==> config.mk <==
export PLATFORM = sky130hd
export DESIGN_NAME = apb_rr_master_flat
export DESIGN_NICKNAME = d
export VERILOG_FILES = /design/src/rtl/apb_rr_master_if.sv /design/src/rtl/apb_rr_master.sv /design/src/flat_wrapper.sv
export SDC_FILE = /design/constraint.sdc
export NUM_CORES = 1
export LEC_CHECK = 0
export BUFFER_PORTS_ARGS = -buffer_cell sky130_fd_sc_hd__buf_2
export CAP_MARGIN = 30
export CORE_MARGIN = 2
export CORE_UTILIZATION = 35
export DETAILED_ROUTE_END_ITERATION = 12
export PLACE_DENSITY = 0.76
export SYNTH_ARGS = -nofsm -noshare
export SYNTH_HDL_FRONTEND = slang
export SYNTH_SLANG_ARGS = --single-unit
==> constraint.sdc <==
create_clock -name PCLK -period 2.8 [get_ports PCLK]
set_input_delay 0.28 -clock PCLK [delete_from_list [all_inputs] [get_ports PCLK]]
set_output_delay 0.28 -clock PCLK [all_outputs]
set_load 0.01 [all_outputs]
==> src/rtl/apb_rr_master_if.sv <==
// Bundle for apb_rr_master: the local requester side and the APB3 slave port.
// The master modport is the sequencer's view; the slave modport is the clients plus the APB slave.
interface apb_rr_master_if #(
  parameter int N_REQ = 4,
  parameter int AW    = 12,
  parameter int DW    = 32
);
  logic [N_REQ-1:0]    req;
  logic [N_REQ-1:0]    req_write;
  logic [N_REQ*AW-1:0] req_addr;
  logic [N_REQ*DW-1:0] req_wdata;
  logic [N_REQ-1:0]    gnt;
  logic [N_REQ-1:0]    done;
  logic [DW-1:0]       rsp_rdata;
  logic                rsp_err;

  logic                PSEL;
  logic                PENABLE;
  logic [AW-1:0]       PADDR;
  logic                PWRITE;
  logic [DW-1:0]       PWDATA;
  logic                PREADY;
  logic [DW-1:0]       PRDATA;
  logic                PSLVERR;

  modport master (
    input  req, req_write, req_addr, req_wdata, PREADY, PRDATA, PSLVERR,
    output gnt, done, rsp_rdata, rsp_err, PSEL, PENABLE, PADDR, PWRITE, PWDATA
  );

  modport slave (
    output req, req_write, req_addr, req_wdata, PREADY, PRDATA, PSLVERR,
    input  gnt, done, rsp_rdata, rsp_err, PSEL, PENABLE, PADDR, PWRITE, PWDATA
  );
endinterface

==> src/rtl/apb_rr_master.sv <==
// Round-robin arbiter plus APB3 master sequencer: N local requesters share one APB slave.
// Handshake: a requester holds req[i] high until it sees the one-cycle gnt[i] pulse, drops it the
// next cycle and keeps it low until done[i]; rsp_rdata/rsp_err are valid only alongside done[i].
module apb_rr_master #(
  parameter int N_REQ = 4,
  parameter int AW    = 12,
  parameter int DW    = 32,
  localparam int PW   = $clog2(N_REQ)
) (
  input  logic          PCLK,
  input  logic          PRESETn,
  apb_rr_master_if.master bus,
  output logic [1:0]    dbg_state,
  output logic [PW-1:0] dbg_ptr
);

  localparam logic [1:0] ST_IDLE   = 2'd0;
  localparam logic [1:0] ST_SETUP  = 2'd1;
  localparam logic [1:0] ST_ACCESS = 2'd2;
  localparam int         SW        = PW + 1;

  logic [1:0]       state;
  logic [PW-1:0]    ptr;
  logic [PW-1:0]    cur;
  logic [PW-1:0]    cur_next;
  logic [N_REQ-1:0] cur_oh;
  logic [N_REQ-1:0] pend;
  logic [PW-1:0]    base;
  logic [SW-1:0]    scan;
  logic             win_found;
  logic [PW-1:0]    win_idx;

  assign cur_next  = (int'(cur) == N_REQ - 1) ? '0 : cur + PW'(1);
  assign cur_oh    = N_REQ'(1) << cur;
  assign dbg_state = state;
  assign dbg_ptr   = ptr;

  // In ACCESS the arbitration for a back-to-back launch already uses the pointer
  // value that the completing transfer is about to write, so scan from cur+1.
  always_comb begin
    pend = bus.req;
    base = ptr;
    if (state == ST_ACCESS) begin
      pend = bus.req & ~cur_oh;
      base = cur_next;
    end
    win_found = 1'b0;
    win_idx   = '0;
    scan      = '0;
    for (int i = 0; i < N_REQ; i++) begin
      scan = {1'b0, base} + SW'(i);
      if (scan >= SW'(N_REQ)) scan = scan - SW'(N_REQ);
      if (!win_found && pend[scan[PW-1:0]]) begin
        win_found = 1'b1;
        win_idx   = scan[PW-1:0];
      end
    end
  end

  always_ff @(posedge PCLK or negedge PRESETn) begin
    if (!PRESETn) begin
      state         <= ST_IDLE;
      ptr           <= '0;
      cur           <= '0;
      bus.gnt       <= '0;
      bus.done      <= '0;
      bus.rsp_rdata <= '0;
      bus.rsp_err   <= 1'b0;
      bus.PSEL      <= 1'b0;
      bus.PENABLE   <= 1'b0;
      bus.PADDR     <= '0;
      bus.PWRITE    <= 1'b0;
      bus.PWDATA    <= '0;
    end else begin
      bus.gnt  <= '0;
      bus.done <= '0;
      case (state)
        ST_IDLE: begin
          if (win_found) begin
            bus.PADDR   <= bus.req_addr[int'(win_idx)*AW +: AW];
            bus.PWDATA  <= bus.req_wdata[int'(win_idx)*DW +: DW];
            bus.PWRITE  <= bus.req_write[win_idx];
            bus.PSEL    <= 1'b1;
            bus.PENABLE <= 1'b0;
            bus.gnt     <= N_REQ'(1) << win_idx;
            cur         <= win_idx;
            state       <= ST_SETUP;
          end
        end
        ST_SETUP: begin
          bus.PENABLE <= 1'b1;
          state       <= ST_ACCESS;
        end
        ST_ACCESS: begin
          if (bus.PREADY) begin
            bus.done      <= cur_oh;
            bus.rsp_rdata <= bus.PRDATA;
            bus.rsp_err   <= bus.PSLVERR;
            ptr           <= cur_next;
            if (win_found) begin
              bus.PADDR   <= bus.req_addr[int'(win_idx)*AW +: AW];
              bus.PWDATA  <= bus.req_wdata[int'(win_idx)*DW +: DW];
              bus.PWRITE  <= bus.req_write[win_idx];
              bus.PENABLE <= 1'b0;
              bus.gnt     <= N_REQ'(1) << win_idx;
              cur         <= win_idx;
              state       <= ST_SETUP;
            end else begin
              bus.PSEL    <= 1'b0;
              bus.PENABLE <= 1'b0;
              state       <= ST_IDLE;
            end
          end
        end
        default: begin
          bus.PSEL    <= 1'b0;
          bus.PENABLE <= 1'b0;
          state       <= ST_IDLE;
        end
      endcase
    end
  end

endmodule

==> src/flat_wrapper.sv <==
// flat-port wrapper written by rule: the top's interface ports become plain ports
module apb_rr_master_flat 
#(
  parameter int N_REQ = 4,
  parameter int AW    = 12,
  parameter int DW    = 32,
  localparam int PW   = $clog2(N_REQ)
)
  (PCLK, PRESETn, dbg_state, dbg_ptr, bus_req, bus_req_write, bus_req_addr, bus_req_wdata, bus_PREADY, bus_PRDATA, bus_PSLVERR, bus_gnt, bus_done, bus_rsp_rdata, bus_rsp_err, bus_PSEL, bus_PENABLE, bus_PADDR, bus_PWRITE, bus_PWDATA);
  apb_rr_master_if #(.N_REQ(N_REQ), .AW(AW), .DW(DW)) bus_i ();
  input  logic PCLK;
  input  logic PRESETn;
  output logic [1:0] dbg_state;
  output logic [PW-1:0] dbg_ptr;
  input wire logic [$bits(bus_i.req)-1:0] bus_req;
  input wire logic [$bits(bus_i.req_write)-1:0] bus_req_write;
  input wire logic [$bits(bus_i.req_addr)-1:0] bus_req_addr;
  input wire logic [$bits(bus_i.req_wdata)-1:0] bus_req_wdata;
  input wire logic [$bits(bus_i.PREADY)-1:0] bus_PREADY;
  input wire logic [$bits(bus_i.PRDATA)-1:0] bus_PRDATA;
  input wire logic [$bits(bus_i.PSLVERR)-1:0] bus_PSLVERR;
  output wire logic [$bits(bus_i.gnt)-1:0] bus_gnt;
  output wire logic [$bits(bus_i.done)-1:0] bus_done;
  output wire logic [$bits(bus_i.rsp_rdata)-1:0] bus_rsp_rdata;
  output wire logic [$bits(bus_i.rsp_err)-1:0] bus_rsp_err;
  output wire logic [$bits(bus_i.PSEL)-1:0] bus_PSEL;
  output wire logic [$bits(bus_i.PENABLE)-1:0] bus_PENABLE;
  output wire logic [$bits(bus_i.PADDR)-1:0] bus_PADDR;
  output wire logic [$bits(bus_i.PWRITE)-1:0] bus_PWRITE;
  output wire logic [$bits(bus_i.PWDATA)-1:0] bus_PWDATA;
  assign bus_i.req = bus_req;
  assign bus_i.req_write = bus_req_write;
  assign bus_i.req_addr = bus_req_addr;
  assign bus_i.req_wdata = bus_req_wdata;
  assign bus_i.PREADY = bus_PREADY;
  assign bus_i.PRDATA = bus_PRDATA;
  assign bus_i.PSLVERR = bus_PSLVERR;
  assign bus_gnt = bus_i.gnt;
  assign bus_done = bus_i.done;
  assign bus_rsp_rdata = bus_i.rsp_rdata;
  assign bus_rsp_err = bus_i.rsp_err;
  assign bus_PSEL = bus_i.PSEL;
  assign bus_PENABLE = bus_i.PENABLE;
  assign bus_PADDR = bus_i.PADDR;
  assign bus_PWRITE = bus_i.PWRITE;
  assign bus_PWDATA = bus_i.PWDATA;
  apb_rr_master #(.N_REQ(N_REQ), .AW(AW), .DW(DW)) u_core (.PCLK(PCLK), .PRESETn(PRESETn), .bus(bus_i), .dbg_state(dbg_state), .dbg_ptr(dbg_ptr));
endmodule
==> flow_summary.json, run 1 <==
{
  "setup_viol": 0,
  "p_seq_share_pct": 28.7,
  "die_w_um": 122,
  "swShare_pct": 43.1,
  "ios": 312,
  "synth_flop_cell": "dfrtp_1",
  "end_kind": "register",
  "hold_path.class": "in2reg",
  "synth.yosys.seq_area_share_pct": 47.4,
  "clock.fmax_mhz": 379,
  "worstPathRequired_ns": 3.02,
  "grt_overflow": 0,
  "final_max_slew_viol_count": 0,
  "worstSetupPathType": "reg2reg",
  "diodes": 0,
  "ys_seq_elements": 93,
  "routed_via_density": 5.28,
  "cap_violations": 0,
  "r2r_start": "u_core.dbg_state[0]$_DFFE_PN0P_",
  "num_rows": 43,
  "cts_buffers": 9,
  "core_area_um2": 13800,
  "routedWlPerCell_um": 17.2,
  "finalCriticalPeriod_ns": 2.64,
  "ys_warn_count": 0,
  "finalCritPeriodShare_pct": 94.1,
  "track_usage_pct": 21.0,
  "drc": 0,
  "totalNegativeSetupSlack_ns": 0,
  "avgSynthCellArea_um2": 10.7,
  "ant_nets": 0,
  "cts_tree": "done",
  "routabilityCongestion": 0.866,
  "max_slew.worst_pin.slew_ns": 0.488,
  "grt_max_degree": 94,
  "worstHoldStart": "bus_PRDATA[26]",
  "initial_core_util_pct": 35.6,
  "die_y_um": 122,
  "post_cts_buffers": 0,
  "worst-path-buf-inv": 2,
  "power_frac_comb_pct": 57.3,
  "ff2ff_path_depth": 8,
  "crit_family": "simple AND/OR/NAND/NOR gates",
  "internal-power_mw": 4.82,
  "cts_sinks": 93,
  "synth_nets": 682,
  "status": "finished, final reports clean",
  "path_cells": "nor2b_1, buf_4, mux2_4, or3_1, a31oi_4, buf_12, mux2i_2, o22ai_1",
  "slew_headroom_pct": 66.8,
  "cts_max_level": 3,
  "netlist_instances": 458,
  "hold_violations": 0,
  "crit_path_max_incr_delay_ns": 0.45,
  "drt_iter0_markers": 392,
  "p_switching_mw": 3.65,
  "syn2layout_area_growth_pct": 43.3,
  "dp_hpwl_um": 12000,
  "holdPathEnd": "u_core.bus.rsp_rdata[26]$_DFFE_PN0P_",
  "clock-root-buffer": "clkbuf_16",
  "p_clk_share_pct": 14.0,
  "ys_types": 40,
  "grt_pass1_wl_um": 24300,
  "antenna_found_initial": 0,
  "crit_slowest_cell": "dfrtp_1",
  "critPathMaxFanout": 31,
  "first_pass_iters": 5,
  "cts_buffer_depth": 2,
  "ys_async_sr_fraction_pct": 100,
  "critical_path_arrival_ns": 2.85,
  "die_area_um2": 15000,
  "clk_pin_slew_ns": 0.07,
  "clock_skew_ns": 0.00736,
  "vias": 4999,
  "clock_latency_ns": 0.35,
  "grt_pass1_vias": 4785,
  "worstSetupStartpointType": "register",
  "io_buffers": 311,
  "worst_r2r_endpoint": "u_core.bus.PWDATA[9]$_DFFE_PN0P_",
  "drt_wl_total_um": 16200,
  "p_per_area_nw_per_um2": 1200,
  "synth-edff-count": 0,
  "r2r_slack_ns": 0.16,
  "leakagePower_nw": 3.45,
  "holdPathStages": 2,
  "finalPower_mw": 8.47,
  "nets": 985,
  "drive_gt1_share_pct": 51.0,
  "vdd_drop_max_mv": 0.551,
  "rsz0062_at_grt": "false",
  "syn-cell-area_um2": 4910
}
==> what timing repair did <==
action,in CTS,in global routing
hold endpoints to repair,1,0
setup endpoints to repair,0,3
hold buffers,1,0
resized for setup,0,2
==> kinds of logic (layout without fill, tap and decap cells) <==
kind of cell,after synthesis,in the layout,share of synthesized area (%)
compound gates,157,157,21.6
simple gates,74,74,6.66
flops,93,93,47.4
mux,86,86,18.8
fa+ha+maj,4,4,1.02
buf+inv,44,352,4.54
==> layout by cell type (no fill, tap or decap), types with 2 or more instances in the layout <==
| cell type | n |
|---|---|
| a21boi_0 | 2 |
| a21oi_1 | 2 |
| a221oi_1 | 45 |
| a22oi_1 | 2 |
| a31oi_1 | 2 |
| and2_1 | 4 |
| and3_1 | 3 |
| buf_12 | 5 |
| buf_2 | 310 |
| buf_4 | 15 |
| clkbuf_16 | 9 |
| clkinvlp_4 | 2 |
| dfrtp_1 | 93 |
| ha_1 | 4 |
| inv_1 | 4 |
| inv_6 | 2 |
| mux2_2 | 35 |
| mux2i_1 | 47 |
| mux2i_2 | 2 |
| nand2_1 | 5 |
| nand3b_1 | 3 |
| nand4_1 | 2 |
| nor2_1 | 50 |
| o21ai_0 | 48 |
| o21ai_1 | 5 |
| o22ai_1 | 45 |
==> metrics by stage <==
stage          area (µm²)  util [%]  hold slack, ns  std cells  worst slack [ns]
6_report             7030      51.0           0.162        946             0.164
5_1_grt              7030      51.0           0.152        946           0.00680
2_1_floorplan        4910         -         -0.0156        458             0.468
4_1_cts              7020      51.0           0.149        946             0.148
3_5_place_dp         6730      48.8           0.375        929             0.186
3_3_place_gp         6730      48.8           0.371        929             0.215
==> state kept, by name, indices dropped and copies added (netlist names) <==
register and cells:
u_core.bus.rsp_rdata 32, u_core.bus.PENABLE 1, u_core.bus.gnt 4, u_core.bus.rsp_err 1
u_core.dbg_ptr 2, u_core.bus.PADDR 12, u_core.bus.done 4, u_core.bus.PWRITE 1
u_core.bus.PSEL 1, u_core.bus.PWDATA 32, u_core.cur 2, u_core.dbg_state 1
==> cell usage after synthesis, types with 2 or more instances <==
master,number,area (µm²)
dfrtp_1,93,2330
nor2_1,50,188
mux2i_1,49,490
o21ai_0,48,240
a221oi_1,45,394
o22ai_1,45,282
mux2_2,35,394
clkbuf_1,19,71.3
buf_2,12,60.1
nand2_1,6,22.5
o21ai_1,5,25.0
and2_1,4,25.0
buf_4,4,30.0
ha_1,4,50.1
inv_1,4,15.0
a31oi_1,3,18.8
and3_1,3,18.8
nand3b_1,3,22.5
a21boi_0,2,15.0
a21oi_1,2,10.0
a22oi_1,2,15.0
nand4_1,2,12.5
==> how the worst max path moves through the flow <==
stage                                    start                                to  cells after the start
5_1_grt        u_core.dbg_state[0]$_DFFE_PN0P_   u_core.bus.PADDR[4]$_DFFE_PN0P_                      8
4_1_cts        u_core.dbg_state[0]$_DFFE_PN0P_  u_core.bus.PWDATA[9]$_DFFE_PN0P_                      8
6_report       u_core.dbg_state[0]$_DFFE_PN0P_  u_core.bus.PWDATA[9]$_DFFE_PN0P_                      8
2_1_floorplan   u_core.bus.PENABLE$_DFFE_PN0P_  u_core.bus.PADDR[11]$_DFFE_PN0P_                      9
3_5_place_dp   u_core.dbg_state[0]$_DFFE_PN0P_  u_core.bus.PWDATA[9]$_DFFE_PN0P_                      8
3_3_place_gp   u_core.dbg_state[0]$_DFFE_PN0P_  u_core.bus.PWDATA[9]$_DFFE_PN0P_                      8
==> power by group through the flow <==
stage | Combinational (mW) | Clock [mW] | Sequential [mW]
2_1_floorplan | 2.87 | 0 | 2.72
4_1_cts | 4.85 | 1.22 | 2.42
3_5_place_dp | 4.85 | 0 | 2.44
5_1_grt | 5.31 | 1.27 | 2.51
3_3_place_gp | 4.75 | 0 | 2.41
6_report | 4.86 | 1.19 | 2.43
==> worst reg2reg max path: cells and delay by family (launching register included) <==
family,cells,cell delay [ns]
buffers and inverters,2,0.44
AO/OA/AOI/OAI,2,0.35
AND/OR/NAND/NOR,2,0.64
flip-flops,1,0.45
multiplexers,2,0.63
==> final cells by class <==
class	instances	area, µm²
clock buffers	11	243
clock inverters	5	41.3
fillers	1309	6750
inverters	5	18.8
multi-input cells	321	2400
flip-flops and latches	93	2330
well taps	180	225
repair buffers	331	1770
==> layer usage <==
layer | track usage (%) | vias to the layer above | routed length (µm) | share of wire [%]
li1 | - | 2361 | - | -
met1 | 26.2 | 2384 | 6600 | 41
met2 | 36.7 | 223 | 8220 | 51
met3 | 3.16 | 31 | 1020 | 6.3
met4 | 8.12 | 0 | 387 | 2.4
met5 | 0 | - | 0 | 0
No activity file was read; power rests on OpenSTA's default activity.
==> run 2, diff against run 1 <==
- ABC_AREA: default -> 1
- PLACE_DENSITY: 0.76 -> 0.73
==> flow_summary.json, run 2 <==
{
  "cts_buffer_depth": 2,
  "syn2layout_area_growth_pct": 38.3,
  "worst-path-buf-inv": 4,
  "final_common_cell": "nand2_1",
  "ff_latch_area_um2": 2330,
  "hold_violations": 0,
  "ant_nets": 0,
  "synth_area_leaders": "dfrtp_1 40%, nand2_1 39%, nand3_1 9.4%",
  "ff2ff_path_depth": 17,
  "holdPathStages": 3,
  "clock.fmax_mhz": 389,
  "final_max_slew_viol_count": 0,
  "path_cells": "inv_1, ha_1, nand3_1, nand2_1, inv_1, nand2_1, nand3_1, nand2_2, nand4_1, or2_0, nand2_2, inv_2, buf_6, nand2_1, nand2_1, nand2_1, nand2_1",
  "r2r_slack_ns": 0.23,
  "grt_overflow": 0,
  "critical_path_arrival_ns": 2.81,
  "die_y_um": 132,
  "fin_ws_ns": 0.232,
  "crit_path_max_incr_delay_ns": 0.41,
  "netlist_instances": 918,
  "finalCritPeriodShare_pct": 91.7,
  "synth.top_cells.by_count": "602 x nand2_1, 108 x nand3_1, 93 x dfrtp_1",
  "syn-cell-area_um2": 5770,
  "multi_input_area_um2": 3090,
  "final_cell_mix": "598 x nand2_1, 310 x buf_2, 108 x nand3_1",
  "hold_slack_ns": 0.118,
  "cap_violations": 0,
  "hold_path.class": "in2reg",
  "drive_gt1_share_pct": 30.7,
  "largestRegisters": "u_core.bus.PWDATA: 32 flops, u_core.bus.rsp_rdata: 32 flops, u_core.bus.PADDR: 12 flops",
  "crit_path_start": "u_core.cur[0]$_DFFE_PN0P_",
  "avgSynthCellArea_um2": 6.29,
  "crit_family": "simple AND/OR/NAND/NOR gates",
  "worst_r2r_endpoint": "u_core.bus.PWDATA[5]$_DFFE_PN0P_",
  "vias": 6702,
  "num_rows": 46,
  "yosys.area.top_type": "dfrtp_1",
  "status": "finished, final reports clean",
  "finalCriticalPeriod_ns": 2.57,
  "die_w_um": 132,
  "worstSetupStartpointType": "register",
  "cts_max_level": 3,
  "core_area_um2": 16000,
  "track_usage_pct": 22.1,
  "synth.yosys.seq_area_share_pct": 40.3,
  "end_kind": "register",
  "ys_seq_elements": 93,
  "fillers": 1660,
  "totalNegativeSetupSlack_ns": 0,
  "slew_headroom_pct": 62.3,
  "clock_skew_ns": 0.0138,
  "setup_viol": 0,
  "r2r_start": "u_core.cur[0]$_DFFE_PN0P_",
  "nets": 1429,
  "holdPathEnd": "u_core.bus.rsp_rdata[3]$_DFFE_PN0P_",
  "synth-edff-count": 0,
  "synth_flop_cell": "dfrtp_1",
  "antenna_found_initial": 0,
  "cts_tree": "done",
  "final_util_pct": 49.9,
  "grt_pass1_vias": 6372,
  "ys_async_sr_fraction_pct": 100,
  "synth_nets": 1142,
  "synth_top_area_share_pct": 40.3,
  "cts_buffers": 9,
  "routedWlPerCell_um": 13.9,
  "routabilityCongestion": 0.897,
  "worstHoldStart": "bus_PRDATA[3]",
  "ys_warn_count": 0,
  "clock_latency_ns": 0.35,
  "first_pass_iters": 5,
  "diodes": 0,
  "die_area_um2": 17500,
  "worstSetupPathType": "reg2reg",
  "initial_core_util_pct": 36.1,
  "clk_pin_slew_ns": 0.08,
  "critPathMaxFanout": 25,
  "drt_wl_total_um": 19800,
  "drc": 0,
  "drt_iter0_markers": 476,
  "post-place-ws_ns": 0.154,
  "grt_max_degree": 54,
  "grt_pass1_wl_um": 31600,
  "clock-root-buffer": "clkbuf_16",
  "worst_path_most_repeated_cell": "nand2_1",
  "ios": 312,
  "io_buffers": 311,
  "dp_hpwl_um": 14100,
  "cts_sinks": 93,
  "routed_via_density": 4.70,
  "crit_slowest_cell": "dfrtp_1",
  "yosysMostFrequentCell": "nand2_1",
  "ys_types": 21,
  "worstPathRequired_ns": 3.04,
  "max_slew.worst_pin.slew_ns": 0.566
}
-- run 2: cell types whose count changed after synthesis, sizes merged, moves of 4 or more --
cell / delta
nand3: +110
mux2i: -50
mux2: -36
a221oi: -45
inv: +13
clkbuf: +8
nand2: +602
and2: -4
buf: +11
nor2: -38
o21ai: -46
o22ai: -45
-- run 2: worst max-delay path by stage --
stage	end	slack, ns	cells past startpoint
2_1_floorplan	u_core.bus.PWDATA[1]$_DFFE_PN0P_	0.44	19
3_3_place_gp	u_core.bus.PWDATA[5]$_DFFE_PN0P_	0.20	20
3_5_place_dp	u_core.bus.PWDATA[5]$_DFFE_PN0P_	0.15	20
4_1_cts	u_core.bus.PWDATA[5]$_DFFE_PN0P_	0.11	20
5_1_grt	u_core.bus.PWDATA[9]$_DFFE_PN0P_	-0.03	17
6_report	u_core.bus.PWDATA[5]$_DFFE_PN0P_	0.23	17
-- run 2: logic make-up after synthesis --
group,after synthesis,share of synthesized area (%)
AOI/OAI and AO/OA,8,0.694
adders and majority gates,4,0.867
buffers and inverters,77,7.18
DFF,93,40.3
and+or+nand+nor,736,50.9
-- run 2: layer usage --
metal / vias to the layer above / track usage (%) / part of all wire [%]
li1: 3405 / - / -
met1: 2992 / 28.8 / 43
met2: 277 / 37.0 / 48
met3: 28 / 4.29 / 7.0
met4: 0 / 6.99 / 1.7
met5: - / 0 / 0
-- run 2: final cells by class --
cell class	instances	share of cell area (%)
sequential	93	29.2
timing repair buffer	334	24.0
inverter	19	0.894
clock buffer	9	2.82
clock inverter	7	0.941
tap	216	3.39
multi-input combinational	748	38.7
-- run 2: through the flow --
| stage | instance area (µm²) | cells |
|---|---|---|
| floorplan | 5770 | 918 |
| global placement | 7500 | 1403 |
| detailed placement | 7500 | 1403 |
| CTS | 7810 | 1420 |
| global route | 7980 | 1426 |
| finish | 7980 | 1426 |
-- run 2: repair_timing --
| item | 4_1_cts | 5_1_grt |
|---|---|---|
| setup buffers | 0 | 2 |
| endpoints found under the setup margin | 0 | 49 |
| hold buffers | 1 | 0 |
| hold endpoints to repair | 40 | 0 |
| gates resized for setup | 0 | 14 |
-- run 2: tightest hold or removal path, stage by stage --
cell,delay (ns)
buf_2,0.07
nand2_1,0.04
nand2_1,0.05
Power of run 2 is not shown: default switching activity piles up to over one toggle a cycle in this logic, so the estimate is an artifact.
